--- src/rtl/ram_arbiter.sv ---
// ram_arbiter: shares one single-port data RAM between the CPU data port
// (port 0) and a secondary bus master (port 1), one access at a time.
//
// Ports:
//   clk, reset                 clock, asynchronous active-high reset
//   req*/we*/addr*/wdata*      per-port request, held until its gnt pulse
//   gnt0/gnt1                  this port's access is on the RAM bus now
//   rvalid0/rvalid1, rdata     registered read result, shared data bus
//   ram_sel/ram_we/ram_addr/ram_wdata/ram_rdata   RAM pins
//
// Optional build macro RAM_ARB_ROUND_ROBIN_EN: ties alternate between
// ports. Undefined: port 0 always wins ties (port 1 may starve).
module ram_arbiter #(
    parameter int ADDR_W = 12,
    parameter int DATA_W = 16
) (
    input  logic              clk,
    input  logic              reset,
    input  logic              req0,
    input  logic              we0,
    input  logic [ADDR_W-1:0] addr0,
    input  logic [DATA_W-1:0] wdata0,
    input  logic              req1,
    input  logic              we1,
    input  logic [ADDR_W-1:0] addr1,
    input  logic [DATA_W-1:0] wdata1,
    output logic              gnt0,
    output logic              gnt1,
    output logic              rvalid0,
    output logic              rvalid1,
    output logic [DATA_W-1:0] rdata,
    output logic              ram_sel,
    output logic              ram_we,
    output logic [ADDR_W-1:0] ram_addr,
    output logic [DATA_W-1:0] ram_wdata,
    input  logic [DATA_W-1:0] ram_rdata
);

    typedef enum logic [1:0] {
        IDLE   = 2'd0,
        ACCESS = 2'd1,
        RESP   = 2'd2
    } state_t;

    state_t state, state_nx;

    logic              any_req;
    logic              win_nx;
    logic              win;
    logic              lat_we;
    logic [ADDR_W-1:0] lat_addr;
    logic [DATA_W-1:0] lat_wdata;
    logic              take;

    assign any_req = req0 | req1;
    assign take    = (state == IDLE) & any_req;

`ifdef RAM_ARB_ROUND_ROBIN_EN
    // Port granted most recently; reset to 1 so the first tie goes to port 0.
    logic last;

    always_comb begin
        win_nx = 1'b0;
        if (req0 & req1) win_nx = ~last;
        else             win_nx = req1;
    end

    always_ff @(posedge clk or posedge reset) begin
        if (reset)     last <= 1'b1;
        else if (take) last <= win_nx;
    end
`else
    always_comb begin
        win_nx = ~req0;
    end
`endif

    // State register
    always_ff @(posedge clk or posedge reset) begin
        if (reset) state <= IDLE;
        else       state <= state_nx;
    end

    // Next state: writes finish in ACCESS, reads take one extra RESP cycle.
    always_comb begin
        state_nx = state;
        unique case (state)
            IDLE:    if (any_req) state_nx = ACCESS;
            ACCESS:  state_nx = lat_we ? IDLE : RESP;
            RESP:    state_nx = IDLE;
            default: state_nx = IDLE;
        endcase
    end

    // Latch the winner's fields so requesters may change them after gnt.
    always_ff @(posedge clk or posedge reset) begin
        if (reset) begin
            win       <= 1'b0;
            lat_we    <= 1'b0;
            lat_addr  <= '0;
            lat_wdata <= '0;
        end else if (take) begin
            win       <= win_nx;
            lat_we    <= win_nx ? we1 : we0;
            lat_addr  <= win_nx ? addr1 : addr0;
            lat_wdata <= win_nx ? wdata1 : wdata0;
        end
    end

    // Read response capture
    always_ff @(posedge clk or posedge reset) begin
        if (reset) begin
            rdata   <= '0;
            rvalid0 <= 1'b0;
            rvalid1 <= 1'b0;
        end else begin
            rvalid0 <= (state == RESP) & ~win;
            rvalid1 <= (state == RESP) & win;
            if (state == RESP) rdata <= ram_rdata;
        end
    end

    // RAM bus and grants decoded from registered state only
    assign ram_sel   = (state == ACCESS);
    assign ram_we    = ram_sel & lat_we;
    assign ram_addr  = lat_addr;
    assign ram_wdata = lat_wdata;
    assign gnt0      = ram_sel & ~win;
    assign gnt1      = ram_sel & win;

endmodule
--- config.mk ---
export PLATFORM = sky130hd
export DESIGN_NAME = ram_arbiter
export DESIGN_NICKNAME = d
export VERILOG_FILES = /design/src/rtl/ram_arbiter.sv
export SDC_FILE = /design/constraint.sdc
export NUM_CORES = 1
export LEC_CHECK = 0
export CORE_MARGIN = 8
export CORE_UTILIZATION = 43
export CTS_CLUSTER_DIAMETER = 60
export CTS_CLUSTER_SIZE = 8
export DETAILED_ROUTE_END_ITERATION = 10
export PLACE_DENSITY = 0.86
export SYNTH_ARGS = -nofsm -noshare
export SYNTH_HDL_FRONTEND = slang
export SYNTH_SLANG_ARGS = --single-unit
--- constraint.sdc ---
create_clock -name clk -period 4.8 [get_ports clk]
set_clock_uncertainty 0.15 [all_clocks]
set_input_delay 0.96 -clock clk [delete_from_list [all_inputs] [get_ports clk]]
set_output_delay 0.96 -clock clk [all_outputs]
set_load 0.01 [all_outputs]
==> results of run 1 <==
-- sequential cells by signal (all words and copies together) (netlist names) --
name,cells
ram_addr,12
lat_we,1
state,2
rdata,16
ram_wdata,16
rvalid0,1
rvalid1,1
win,1
-- logic make-up (layout without fill, tap and decap cells) --
kind of cell,after synthesis,in the layout,synth area share (%)
and+or+nand+nor,9,9,1.76
buffers and inverters,11,139,3.92
muxes,74,74,43.4
DFF,50,50,50.2
AOI/OAI and AO/OA,3,3,0.753
-- metal layers --
| layer | wire [um] | track usage, % |
|---|---|---|
| met5 | 0 | 0 |
| met4 | 91 | 5.77 |
| met3 | 507 | 5.46 |
| met2 | 2770 | 22.5 |
| met1 | 2350 | 15.8 |
-- stage by stage --
| stage | area [um^2] | setup slack [ps] |
|---|---|---|
| after floorplan | 2490 | 2490 |
| after global placement | 3770 | 1760 |
| after detailed placement | 3770 | 1740 |
| after CTS | 3860 | 2010 |
| after global routing | 3860 | 1930 |
| final | 3860 | 2030 |
-- worst register-to-register path: cells and delay by family, from the launching register on --
family	cells	cell delay, ps
multiplexers	1	360
AO/OA/AOI/OAI	1	830
AND/OR/NAND/NOR	1	150
flip-flops	1	400
-- final timing paths --
path	start	slack, ps	cells after the start	to
worst min-delay path	lat_we$_DFFE_PP0P_	320	1	state[1]$_DFFE_PP0P_
worst min register to register	lat_we$_DFFE_PP0P_	320	1	state[1]$_DFFE_PP0P_
max in group asynchronous	reset	2830	2	ram_addr[2]$_DFFE_PP0P_
worst max-delay path	state[1]$_DFFE_PP0P_	2030	4	ram_we
worst max register to register	state[0]$_DFFE_PP0P_	2800	3	ram_addr[2]$_DFFE_PP0P_
min in group asynchronous	reset	1060	2	rdata[8]$_DFFE_PP0N_
-- placed cells by master, fill, tap and decap left out --
cell type	synthesis	routed
a21oi_1	2	2
clkdlybuf4s50_1	0	126
buf_2	0	1
nor2_2	1	1
dfrtp_1	50	50
and2_1	1	1
mux2_2	8	8
clkinvlp_4	0	1
buf_4	1	1
nor2_1	5	5
nand2b_1	2	2
clkinv_2	0	1
o21a_2	1	1
clkbuf_8	0	6
mux2_4	66	66
inv_1	3	2
inv_2	0	1
-- report_power, final --
| group | switching, W | internal, W | total, W |
|---|---|---|---|
| Combinational | 0.000405 | 0.000795 | 0.00120 |
| Sequential | 0.000124 | 0.000635 | 0.000759 |
| Clock | 0.000127 | 0.000116 | 0.000243 |
| Total | 0.000656 | 0.00155 | 0.00220 |
-- cell type report --
| cell class | count | area [um^2] |
|---|---|---|
| clock buffer | 6 | 82.6 |
| tap | 72 | 90.1 |
| timing repair buffer | 128 | 1270 |
| sequential | 50 | 1250 |
| fill | 399 | 1680 |
| clock inverter | 2 | 12.5 |
| multi-input combinational | 86 | 1140 |
| inverter | 3 | 11.3 |
==> run_results.csv, run 1 <==
group,metric,value,unit
setup_path,cp.arrival,1660,ps
final_layout,n_antenna_cell,0,
setup_path,cp_cell_sequence,"nand2b_1, inv_1, and2_1, clkdlybuf4s50_1",
grt,gr-total-overflow,0,
sta,rsz0062_at_grt,"false",
route,dr.pass1.iters,4,
setup_path,crit_buf_inv,2,
route,drc,0,
synth,synth_ff_type,"dfrtp_1",
synth,synth_edf_count,0,
power_and_ir_drop,p_per_area,570,nW/um^2
sta,finalCritPeriodShare,57.7,%
floorplanning,rows,27,
synth,synth_fp_nets,225,
final_layout,drive_gt1_share,31.6,%
outcome,status,"finished clean",
synth,synth-seq-cells,50,
placed_design,place_congestion,0.678,
floorplanning,num_io_pins,128,
sta,period_minus_slack,2770,ps
grt,grt_pass1_wl,9.37,mm
final_layout,area_growth,55.1,%
flow_run,cap_violations,0,
power_and_ir_drop,ir_drop,0.275,mV
route,via_per_inst,4.60,
sta,timing.final.hold_violations,0,
final_layout,nets,352,
sta,setup_viol,0,
synth,postSynthAreaPerCell,17.0,um^2
setup_path,worst_path_largest_cell_delay,560,ps
floorplanning,die_w,92.1,um
floorplanning,die_h,92.1,um
floorplanning,initial_core_util,45.0,%
synth,synth_area_leaders,"dfrtp_1 (50%), mux2_4 (40%), mux2_2 (3.6%)",
sta,slew_headroom,32.2,%
clock_tree,worst_skew_pair.late_latency,280,ps
grt,track_usage,13.8,%
route,initialDrtViolationCount,41,
clock_tree,cts_made_buffers,5,
clock_tree,cts_max_path_buffers,2,
placed_design,hpwl,4.59,mm
power_and_ir_drop,power,0.00220,W
setup_path,slowest_stage,"clkdlybuf4s50_1",
synth,synthArstFlopShare,100,%
synth,syn-cell-area,2490,um^2
setup_path,critPathLaunchType,"register",
hold_path,hold_class,"register to register",
route,dr_total_vias,1597,
synth,yosysTopAreaCell,"dfrtp_1",
synth,yosysMostFrequentCell,"mux2_4",
grt,first_global_vias,1815,
sta,whs,320,ps
final_layout,fin_util,69.8,%
setup_path,end_kind,"primary output",
final_layout,instances_no_fill,347,
sta,maxSlewViolCount,0,
placed_design,portBuffers,127,
power_and_ir_drop,leakage,1.75,nW
synth,synth_cell_type_count,12,
clock_tree,clkSlewWorstSetupHoldPaths,80,ps
grt,grt_max_degree,51,
sta,max_freq,0.361,GHz
synth,synth.top_cell.area_share,50.2,%
route,wl_per_cell,16.5,um
clock_tree,cts_resized,0,
clock_tree,htreeDepth,2,
route,drt_wl_total,5.73,mm
placed_design,placedCellCount,339,
grt,antenna_found_initial,0,
clock_tree,post-cts-setup-buffers,0,
synth,syn_inst,147,
setup_path,critPathRequiredTime,3690,ps
clock_tree,cts_tree,"done",
sta,setup_tns,0,ps
setup_path,cp_top_family,"buffers and inverters",
synth,ys_warn_count,0,
sta,tightest_slew,1020,ps
setup_path,path_class,"register to primary output",
floorplanning,die_area,8490,um^2
clock_tree,cts-root-buf,"clkbuf_8",
synth,synth_common_cells,"mux2_4 (66), dfrtp_1 (50), mux2_2 (8)",
setup_path,crit_path_max_fanout,4,
clock_tree,cts.sinks,50,
clock_tree,cts_hold_buffers,0,
floorplanning,coreArea,5540,um^2
route,final_antenna_net_count,0,
synth,yosysSeqAreaShare,50.2,%
Note: power is estimated with default switching activity, not from simulation.
==> inputs of run 2 (changes only) <==
--- a/config.mk
+++ b/config.mk
@@ -6,11 +6,11 @@
 export NUM_CORES = 1
 export LEC_CHECK = 0
 export CORE_MARGIN = 8
-export CORE_UTILIZATION = 43
+export CORE_UTILIZATION = 36
 export CTS_CLUSTER_DIAMETER = 60
 export CTS_CLUSTER_SIZE = 8
 export DETAILED_ROUTE_END_ITERATION = 10
-export PLACE_DENSITY = 0.86
+export PLACE_DENSITY = 0.77
 export SYNTH_ARGS = -nofsm -noshare
 export SYNTH_HDL_FRONTEND = slang
 export SYNTH_SLANG_ARGS = --single-unit
==> constraint.sdc (replaced) <==
create_clock -name clk -period 2.4 [get_ports clk]
set_clock_uncertainty 0.15 [all_clocks]
set_input_delay 0.48 -clock clk [delete_from_list [all_inputs] [get_ports clk]]
set_output_delay 0.48 -clock clk [all_outputs]
set_load 0.01 [all_outputs]
==> run_results.csv, run 2 (synthesized netlist as in run 1, its figures left out) <==
group,metric,value,unit
setup_path,critPathLaunchType,"register",
sta,finalCritPeriodShare,95.3,%
final_layout,nets,358,
clock_tree,cts_made_buffers,5,
final_layout,final_common_cell,"clkdlybuf4s50_1",
power_and_ir_drop,power,0.00454,W
final_layout,final_cell_mix,"clkdlybuf4s50_1 (126), mux2_4 (66), dfrtp_1 (50), mux2_2 (8), buf_4 (6)",
setup_path,critPathRequiredTime,1770,ps
clock_tree,cts_tree,"done",
power_and_ir_drop,combPwrFrac,53.8,%
clock_tree,clkSlewWorstSetupHoldPaths,90,ps
route,initialDrtViolationCount,23,
route,dr_total_vias,1636,
clock_tree,cts-root-buf,"clkbuf_8",
outcome,status,"finished clean",
route,drt_wl_total,6.15,mm
grt,antenna_found_initial,0,
clock_tree,cts_max_path_buffers,2,
placed_design,place_ws,387,ps
sta,period_minus_slack,2290,ps
final_layout,drive_gt1_share,33.1,%
sta,setup_viol,0,
setup_path,end_kind,"primary output",
clock_tree,cts.sinks,50,
setup_path,cp.arrival,1660,ps
sta,maxSlewViolCount,0,
clock_tree,cts_hold_buffers,0,
clock_tree,htreeDepth,2,
sta,max_freq,0.437,GHz
grt,track_usage,13.0,%
power_and_ir_drop,pwr-share-clk,12.6,%
route,wl_per_cell,17.0,um
floorplanning,die_area,9840,um^2
placed_design,portBuffers,127,
sta,rsz0062_at_grt,"false",
grt,first_global_vias,1933,
floorplanning,die_h,99.2,um
floorplanning,coreArea,6760,um^2
final_layout,fin_util,58.5,%
setup_path,reg2reg_from,"state[0]$_DFFE_PP0P_",
sta,fin_ws,114,ps
placed_design,hpwl,5.09,mm
floorplanning,rows,30,
final_layout,area_growth,58.5,%
floorplanning,num_io_pins,128,
clock_tree,cts_resized,0,
flow_run,cap_violations,0,
floorplanning,initial_core_util,36.9,%
route,final_antenna_net_count,0,
sta,tightest_slew,462,ps
power_and_ir_drop,p_per_area,1150,nW/um^2
route,drc,0,
sta,timing.final.hold_violations,0,
placed_design,place_congestion,0.658,
power_and_ir_drop,switching_share,29.7,%
power_and_ir_drop,internal-power,0.00319,W
clock_tree,post-cts-setup-buffers,0,
final_layout,n_antenna_cell,0,
power_and_ir_drop,ir_drop,0.805,mV
setup_path,path_class,"register to primary output",
setup_path,crit_path_max_fanout,4,
hold_path,hold_start,"lat_we$_DFFE_PP0P_",
setup_path,crit_start,"state[1]$_DFFE_PP0P_",
grt,gr-total-overflow,0,
sta,slew_headroom,69.1,%
final_layout,n_fill_cell,547,
power_and_ir_drop,leakage,1.79,nW
power_and_ir_drop,p_switching,0.00135,W
hold_path,hold_class,"register to register",
route,dr.pass1.iters,4,
floorplanning,die_w,99.2,um
sta,setup_tns,0,ps
power_and_ir_drop,seq_power_share,33.6,%
grt,grt_pass1_wl,10.1,mm
grt,grt_max_degree,28,
route,via_per_inst,4.53,
clock_tree,worst_skew_pair.late_latency,290,ps
[run 2: final timing paths]
check                                               end  slack, ps  cells past startpoint
worst max-delay path                             ram_we        110                      4
worst min-delay path               state[1]$_DFFE_PP0P_        330                      1
worst max register to register  ram_addr[4]$_DFFE_PP0P_        720                      4
worst min register to register     state[1]$_DFFE_PP0P_        330                      1
max in group asynchronous         rdata[12]$_DFFE_PP0N_       1190                      3
min in group asynchronous       ram_addr[7]$_DFFE_PP0P_        360                      2
[run 2: power by group through the flow]
stage,sequential [W],clock [W],combinational [W]
after global routing,0.00159,0.000627,0.00259
after floorplan,0.00169,0,0.00116
after detailed placement,0.00154,0,0.00248
after CTS,0.00153,0.000595,0.00248
final,0.00152,0.000571,0.00244
after global placement,0.00152,0,0.00243
[run 2: worst max-delay path, stage by stage (launching register included)]
cell and delay [ps]:
dfrtp_1 410, nand2b_2 220, inv_1 70, and2_1 120, clkdlybuf4s50_1 550
[run 2: metrics by stage]
step	instances	hold slack (ps)	cell area, um^2
2_1_floorplan	147	267	2490
3_3_place_gp	353	318	3840
3_5_place_dp	353	313	3840
4_1_cts	361	328	3950
5_1_grt	361	356	3950
6_report	361	328	3950
[run 2: per-layer routing]
layer	up-vias	wire, um	GRT usage (%)
li1	774	-	-
met4	0	74	4.19
met3	6	449	4.47
met5	-	0	0
met2	67	3190	23.1
met1	789	2430	14.0
[run 2: cell type report]
type | count | area (um^2) | area share, %
Timing Repair Buffer | 134 | 1330 | 33.7
Clock inverter | 2 | 37.5 | 0.950
Sequential cell | 50 | 1250 | 31.7
Tap cell | 80 | 100 | 2.53
Clock buffer | 6 | 72.6 | 1.84
Inverter | 3 | 11.3 | 0.285
Multi-Input combinational cell | 86 | 1150 | 29.0
